**src/rtl/imem_fetch_arbiter.sv**
```systemverilog
// imem_fetch_arbiter: shares the single instruction_memory read port between
// the CPU fetch unit and a debug/loader port. Fetch has priority; a starvation
// counter forces a debug grant after MAX_STARVE consecutive fetch grants.
//
// Handshake: a requester raises req with a stable addr and holds both until it
// sees gnt high in the same cycle. gnt is only issued in IDLE. The response
// comes back later as a one-cycle rvalid pulse on the owner's port, with
// rdata/err valid in that cycle; there is no back-pressure on the response.
module imem_fetch_arbiter #(
  parameter int unsigned ADDR_LIMIT = 393216,
  parameter int unsigned RD_LATENCY = 1,
  parameter int unsigned MAX_STARVE = 4
) (
  input  logic        clk,
  input  logic        rst,
  input  logic        f_req,
  input  logic [31:0] f_addr,
  output logic        f_gnt,
  output logic        f_rvalid,
  input  logic        d_req,
  input  logic [31:0] d_addr,
  output logic        d_gnt,
  output logic        d_rvalid,
  output logic [31:0] rdata,
  output logic        err,
  output logic        busy,
  output logic [31:0] mem_A,
  input  logic [31:0] mem_RD,
  output logic [1:0]  dbg_state
);

  localparam int CNT_W = $clog2(RD_LATENCY + 2);
  localparam int SC_W  = $clog2(MAX_STARVE + 2);
  localparam logic [31:0]      LAST_LEGAL = 32'(ADDR_LIMIT - 4);
  localparam logic [CNT_W-1:0] CNT_LAST   = CNT_W'(RD_LATENCY);
  localparam logic [SC_W-1:0]  SC_MAX     = SC_W'(MAX_STARVE);

  typedef enum logic [1:0] {
    S_IDLE = 2'd0,
    S_WAIT = 2'd1,
    S_RESP = 2'd2
  } state_e;

  state_e            state_q, state_d;
  logic [31:0]       mem_a_q, mem_a_d;
  logic [31:0]       rdata_q, rdata_d;
  logic              err_q, err_d;
  logic              owner_q, owner_d;   // 1 = debug owns the transaction
  logic [CNT_W-1:0]  cnt_q, cnt_d;
  logic [SC_W-1:0]   starve_q, starve_d;

  logic              pick_d, pick_f, in_idle, any_gnt, sel_legal;
  logic [31:0]       sel_addr;

  // Arbitration decision; only acted upon while in IDLE
  always_comb begin
    pick_d    = d_req && (!f_req || (starve_q == SC_MAX));
    pick_f    = f_req && !pick_d;
    in_idle   = (state_q == S_IDLE) && !rst;
    any_gnt   = in_idle && (pick_d || pick_f);
    sel_addr  = pick_d ? d_addr : f_addr;
    sel_legal = (sel_addr <= LAST_LEGAL);
  end

  // State register
  always_ff @(posedge clk or posedge rst) begin
    if (rst) state_q <= S_IDLE;
    else     state_q <= state_d;
  end

  // Next-state logic: illegal grants skip WAIT and respond immediately
  always_comb begin
    state_d = state_q;
    case (state_q)
      S_IDLE: if (any_gnt) state_d = sel_legal ? S_WAIT : S_RESP;
      S_WAIT: if (cnt_q == CNT_LAST) state_d = S_RESP;
      S_RESP: state_d = S_IDLE;
      default: state_d = S_IDLE;
    endcase
  end

  // FSM outputs: combinational grants in IDLE, rvalid pulse to the owner in RESP
  always_comb begin
    f_gnt     = in_idle && pick_f;
    d_gnt     = in_idle && pick_d;
    f_rvalid  = (state_q == S_RESP) && !owner_q;
    d_rvalid  = (state_q == S_RESP) &&  owner_q;
    busy      = (state_q != S_IDLE);
    dbg_state = state_q;
    mem_A     = mem_a_q;
    rdata     = rdata_q;
    err       = err_q;
  end

  // Datapath next values: address launch, latency count, capture, starvation
  always_comb begin
    mem_a_d  = mem_a_q;
    rdata_d  = rdata_q;
    err_d    = err_q;
    owner_d  = owner_q;
    cnt_d    = cnt_q;
    starve_d = starve_q;
    case (state_q)
      S_IDLE: begin
        if (!d_req || pick_d) starve_d = '0;
        else if (pick_f && (starve_q != SC_MAX)) starve_d = starve_q + 1'b1;
        if (any_gnt) begin
          owner_d = pick_d;
          if (sel_legal) begin
            mem_a_d = sel_addr;
            cnt_d   = '0;
          end else begin
            rdata_d = '0;
            err_d   = 1'b1;
          end
        end
      end
      S_WAIT: begin
        cnt_d = cnt_q + 1'b1;
        if (cnt_q == CNT_LAST) begin
          rdata_d = mem_RD;
          err_d   = 1'b0;
        end
      end
      default: ;
    endcase
  end

  // Datapath registers
  always_ff @(posedge clk or posedge rst) begin
    if (rst) begin
      mem_a_q  <= '0;
      rdata_q  <= '0;
      err_q    <= 1'b0;
      owner_q  <= 1'b0;
      cnt_q    <= '0;
      starve_q <= '0;
    end else begin
      mem_a_q  <= mem_a_d;
      rdata_q  <= rdata_d;
      err_q    <= err_d;
      owner_q  <= owner_d;
      cnt_q    <= cnt_d;
      starve_q <= starve_d;
    end
  end

endmodule

```
**config.mk**
```make
export PLATFORM = sky130hd
export DESIGN_NAME = imem_fetch_arbiter
export DESIGN_NICKNAME = d
export VERILOG_FILES = /design/src/rtl/imem_fetch_arbiter.sv
export SDC_FILE = /design/constraint.sdc
export NUM_CORES = 1
export LEC_CHECK = 0
export CAP_MARGIN = 20
export CORE_MARGIN = 8
export CORE_UTILIZATION = 41
export DETAILED_ROUTE_END_ITERATION = 12
export PLACE_DENSITY = 0.81
export SYNTH_ARGS = -nofsm -noshare
export SYNTH_HDL_FRONTEND = slang
export SYNTH_SLANG_ARGS = --single-unit
export TNS_END_PERCENT = 30
```
**constraint.sdc**
```tcl
create_clock -name clk -period 2.85 [get_ports clk]
set_clock_uncertainty 0.05 [all_clocks]
set_input_delay 0.57 -clock clk [delete_from_list [all_inputs] [get_ports clk]]
set_output_delay 0.57 -clock clk [all_outputs]
set_load 0.01 [all_outputs]
```
; Yosys cells after proc, flatten, opt, wreduce, memory -nomap -nowiden
; Index checks and enable logic that the tools add are counted.
[classes]
n_mul = 0
n_div = 0
addsub = 2
n_lt_le_gt_ge = 1
shifts = 0
n_eq_ne = 9
muxes = 18
bitwise_logic = 0
reduce_logical = 27
[op_table]
columns = cell, count
row1 = 32-bit 2-to-1 mux, 4
row2 = 32-bit one-hot mux with 2 select lines, 1
row3 = "32-bit by 19-bit less-or-equal comparator with 1-bit output, second input constant", 1
row4 = 2-bit 2-to-1 mux, 5
row5 = 1-bit logical AND, 9
row6 = "2-bit inequality test, second input constant", 4
row7 = 2-bit one-hot mux with 2 select lines, 2
row8 = 3-bit 2-to-1 mux, 2
row9 = 2-bit AND reduction, 3
row10 = 3-bit AND reduction, 2
row11 = 2-bit nonzero test, 3
row12 = 1-bit zero test, 5
row13 = "2-bit by 1-bit == test with 1-bit output, second input constant", 2
row14 = 4-bit AND reduction, 1
row15 = "3-bit by 1-bit adder with 3-bit output, second input constant", 1
row16 = "3-bit == test, second input constant", 1
row17 = 1-bit logical OR, 3
row18 = 1-bit 2-to-1 mux, 3
row19 = "3-bit inequality test, second input constant", 1
row20 = "2-bit by 1-bit adder with 2-bit output, second input constant", 1
row21 = "2-bit == test, second input constant", 1
row22 = 2-bit zero test, 1
row23 = 1-bit one-hot mux with 2 select lines, 1
[totals]
inputBits = 100
n_memories = 0
regBits = 73
elab_cells = 64
latchBits = 0
out_inout_bits = 72
mem_bits_rw = 0
romBits = 0

; Longest topological paths before layout
[depth]
depth_word = 9
mapped_depth = 9
ltp_nobuf = 7

; Least setup slack after synthesis
; Ideal clock, no wire load.
[synth_path]
path_type = input-to-output
from = in f_req
to = out d_gnt
path_stages = 4
slack_ps = 816
required_time_ps = 2230
arrival_time_ps = 1414
path_cell_list = a21boi_2 nand2b_1 clkbuf_1 nor3_1
[synth_between]
elab_chain_len = 4
[synth_lines]
columns = element, line
row1 = "start, declared", 16  ; input logic f_req,
row2 = 1-bit zero test, 57  ; pick_d = d_req && (!f_req || (starve_q == SC_MAX));
row3 = 1-bit logical OR, 57
row4 = 1-bit logical AND, 57
row5 = 1-bit logical AND, 85  ; d_gnt = in_idle && pick_d;
row6 = "end, declared", 22  ; output logic d_gnt,
; No other way between the ends.

; Worst setup path after layout
; Same ends and word-level chain as after synthesis.

==> results <==
[report_power, final]
group | leakage [nW] | switching (W) | internal, W
Sequential | 1.00 | 0.00000623 | 0.00104
Combinational | 1.34 | 0.000115 | 0.000165
Clock | 0.0929 | 0.000390 | 0.000408
Total | 2.44 | 0.000510 | 0.00161
[worst min-delay path by stage]
stage,to,depth (start not counted)
final,mem_A[27]$_DFFE_PP0P_,1
after global routing,mem_A[28]$_DFFE_PP0P_,1
after CTS,mem_A[27]$_DFFE_PP0P_,1
after detailed placement,mem_A[27]$_DFFE_PP0P_,1
after global placement,mem_A[31]$_DFFE_PP0P_,1
after floorplan,starve_q[2]$_DFFE_PP0P_,1
[metal layers]
metal | wire [µm] | vias up
li1 | - | 1594
met1 | 4400 | 1574
met2 | 5590 | 114
met3 | 1040 | 4
met4 | 46 | 0
met5 | 0 | -
[per-stage QoR]
step           power, W  cells
2_1_floorplan   0.00115    356
3_3_place_gp    0.00134    626
3_5_place_dp    0.00135    626
4_1_cts         0.00215    642
5_1_grt         0.00222    642
6_report        0.00212    642
[sequential cells by signal, indices dropped and copies added (netlist names)]
register,count
starve_q,3
rdata,32
dbg_state,2
cnt_q,2
owner_q,1
mem_A,32
err,1
[cells by family (layout without fill, tap and decap cells)]
group / count (synthesis) / count (layout)
simple gates: 145 / 145
compound gates: 86 / 86
flops: 73 / 73
buf+inv: 29 / 207
mux: 20 / 20
fa+ha+maj: 3 / 3
[cell usage after synthesis]
cell,instances,share of area [%]
a211oi_2,2,0.70
nand4_1,10,1.7
a211oi_1,2,0.42
o211ai_1,2,0.42
nor3b_1,2,0.42
nand3b_1,2,0.42
nor4_2,2,0.70
and2_1,14,2.4
a21oi_1,5,0.70
nor4_1,3,0.52
o22ai_1,1,0.17
mux2_2,4,1.3
o21bai_1,1,0.21
o21ai_4,1,0.45
inv_1,7,0.73
ha_1,3,1.0
clkbuf_1,17,1.8
or2_2,1,0.17
buf_6,2,0.63
and3b_1,2,0.49
mux2_4,16,6.7
buf_2,1,0.14
a21boi_2,1,0.31
nor2_2,1,0.17
nand2b_1,35,6.1
nor2b_1,2,0.35
clkbuf_2,2,0.28
nand2_1,61,6.4
o31a_1,1,0.24
nor3_1,6,0.83
nor2_1,4,0.42
o21ai_0,38,5.3
a22oi_1,32,6.7
dfrtp_1,73,51
[area by class of cell]
cell class              count  area, µm²  area share [%]
repair buffers            184       1850            32.5
flip-flops and latches     73       1830            32.2
multi-input cells         254       1650            29.1
well taps                 108        135            2.38
clock buffers              10        128            2.25
clock inverters             6       67.6            1.19
inverters                   7       26.3           0.463
[cells in the final DEF (no fill, tap or decap), types with 3 or more instances in the layout]
master,n
nor2_1,3
nand2b_1,35
clkbuf_8,9
nor4_1,3
dfrtp_1,73
nand4_1,10
o21ai_0,38
buf_4,10
nand2_1,61
clkdlybuf4s50_1,170
and2_1,14
inv_1,6
a21oi_1,5
mux2_2,4
ha_1,3
mux2_4,16
buf_12,3
a22oi_1,32
nor3_1,5
==> flow_metrics.env <==
export IMPL_p_per_area_nw_per_um2=374
export IMPL_grt_max_degree=43
export IMPL_cts_sinks=73
export IMPL_crit_end="d_gnt"
export IMPL_drv_slew=0
export IMPL_die_area_um2=12000
export IMPL_cp_cell_sequence="clkdlybuf4s50_1, a21boi_2, nand2b_1, nor3_1, clkdlybuf4s50_1"
export IMPL_synth_area_mux_share_pct=7.93
export IMPL_crit_path_max_fanout=5
export IMPL_postSynthCellCount=356
export IMPL_critPathTopFamily="buffers and inverters"
export IMPL_ff2ff_path_depth=9
export IMPL_worst_path_stages=5
export IMPL_die_h_um=110
export IMPL_synth_cell_types=34
export IMPL_chipWidth_um=110
export IMPL_synth_yosys_seq_area_share_pct=50.8
export IMPL_max_clock_path_buffers=2
export IMPL_antenna_found_initial=0
export IMPL_initial_core_util_pct=41.7
export IMPL_cts_resized=2
export IMPL_critPathKind="input port to primary output"
export IMPL_synth_xor_area_share_pct=0
export IMPL_met1_usage_pct=20.8
export IMPL_place_ws_ps=-99.2
export IMPL_yosysWarnings=0
export IMPL_route_vias_total=3286
export IMPL_fin_crit_sh_pct=94.7
export IMPL_cts_htree_levels=3
export IMPL_grt_pass1_wl_um=17800
export IMPL_grt_pass1_vias=3526
export IMPL_synth_top_family_by_area="simple AND/OR/NAND/NOR gates"
export IMPL_startpoint="f_req"
export IMPL_clk_latency_ps=330
export IMPL_nets=632
export IMPL_ys_ff_latch=73
export IMPL_antenna_cells=0
export IMPL_power_leakage_nw=2.44
export IMPL_arrival_ps=2080
export IMPL_vias_per_cell=5.12
export IMPL_startpoint_type="input port"
export IMPL_ff2ff_setup_slack_ps=490
export IMPL_layout_drive_gt1_share_pct=11.0
export IMPL_finalWirelength_um=11100
export IMPL_grt_met3_usage_pct=7.33
export IMPL_grt_use_total_pct=18.7
export IMPL_rows=34
export IMPL_place_area_um2=5480
export IMPL_cp_common_cell="clkdlybuf4s50_1"
export IMPL_worstSetupEndpointType="primary output"
export IMPL_min_from="mem_A[27]$_DFFE_PP0P_"
export IMPL_core_area_um2=8640
export IMPL_cts_tree="done"
export IMPL_worst_slack_ps=152
export IMPL_fmaxAchievable_ghz=0.371
export IMPL_drt_iter0_markers=120
export IMPL_numCtsBuffers=9
export IMPL_synth_area_um2=3600
export IMPL_worst_pin_slew_ps=400
export IMPL_use_met2_pct=32.9
export IMPL_syn2layout_area_growth_pct=57.9
export IMPL_required_ps=2230
export IMPL_wl_per_cell_um=17.3
export IMPL_finalHoldViolations=0
export IMPL_place_hpwl_um=8470
export IMPL_root_buffer="clkbuf_8"
export IMPL_grt_overflow_total=0
export IMPL_synth_nets=459
export IMPL_synth_compound_area_share_pct=15.6
export IMPL_timing_hold_ws_ps=439
export IMPL_finalSetupViolations=0
export IMPL_ant_nets=0
export IMPL_portBuffers=171
export IMPL_final_cell_area_um2=5680
export IMPL_max_slew_margin_pct=73.3
export IMPL_max_vdd_ir_drop_mv=0.237
export IMPL_grt_setup_unrepaired="false"
export IMPL_syn_avg_cell_area_um2=10.1
export IMPL_drc=0
export IMPL_hold_class="register to register"
export IMPL_r2r_end="mem_A[13]$_DFFE_PP0P_"
export IMPL_nFillCells=692
export IMPL_reg2reg_from="starve_q[0]$_DFFE_PP0P_"
export IMPL_cts_clk_slew_worst_paths_ps=80
export IMPL_setup_tns_ps=0
export IMPL_cp_slowest_cell="clkdlybuf4s50_1"
export IMPL_grt_busiest_layer="met2"
export IMPL_ios=172
export IMPL_gp_congestion=0.842
export IMPL_synth_simple_area_share_pct=21.1
export IMPL_post_route_min_period_ps=2700
export IMPL_synth_adder_area_share_pct=1.04
export IMPL_crit_buf_inv=2
export IMPL_outcome="finished clean"
export IMPL_cts_hold_fix_buffers=0
export IMPL_timing_max_cap_violations=0
export IMPL_postCtsSetupBuffers=0
export IMPL_cpPeakStageDelay_ps=580
export IMPL_drt_first_pass_iters=4
export IMPL_postLayoutCoreUtil_pct=65.8
(Power assumes the default switching activity.)
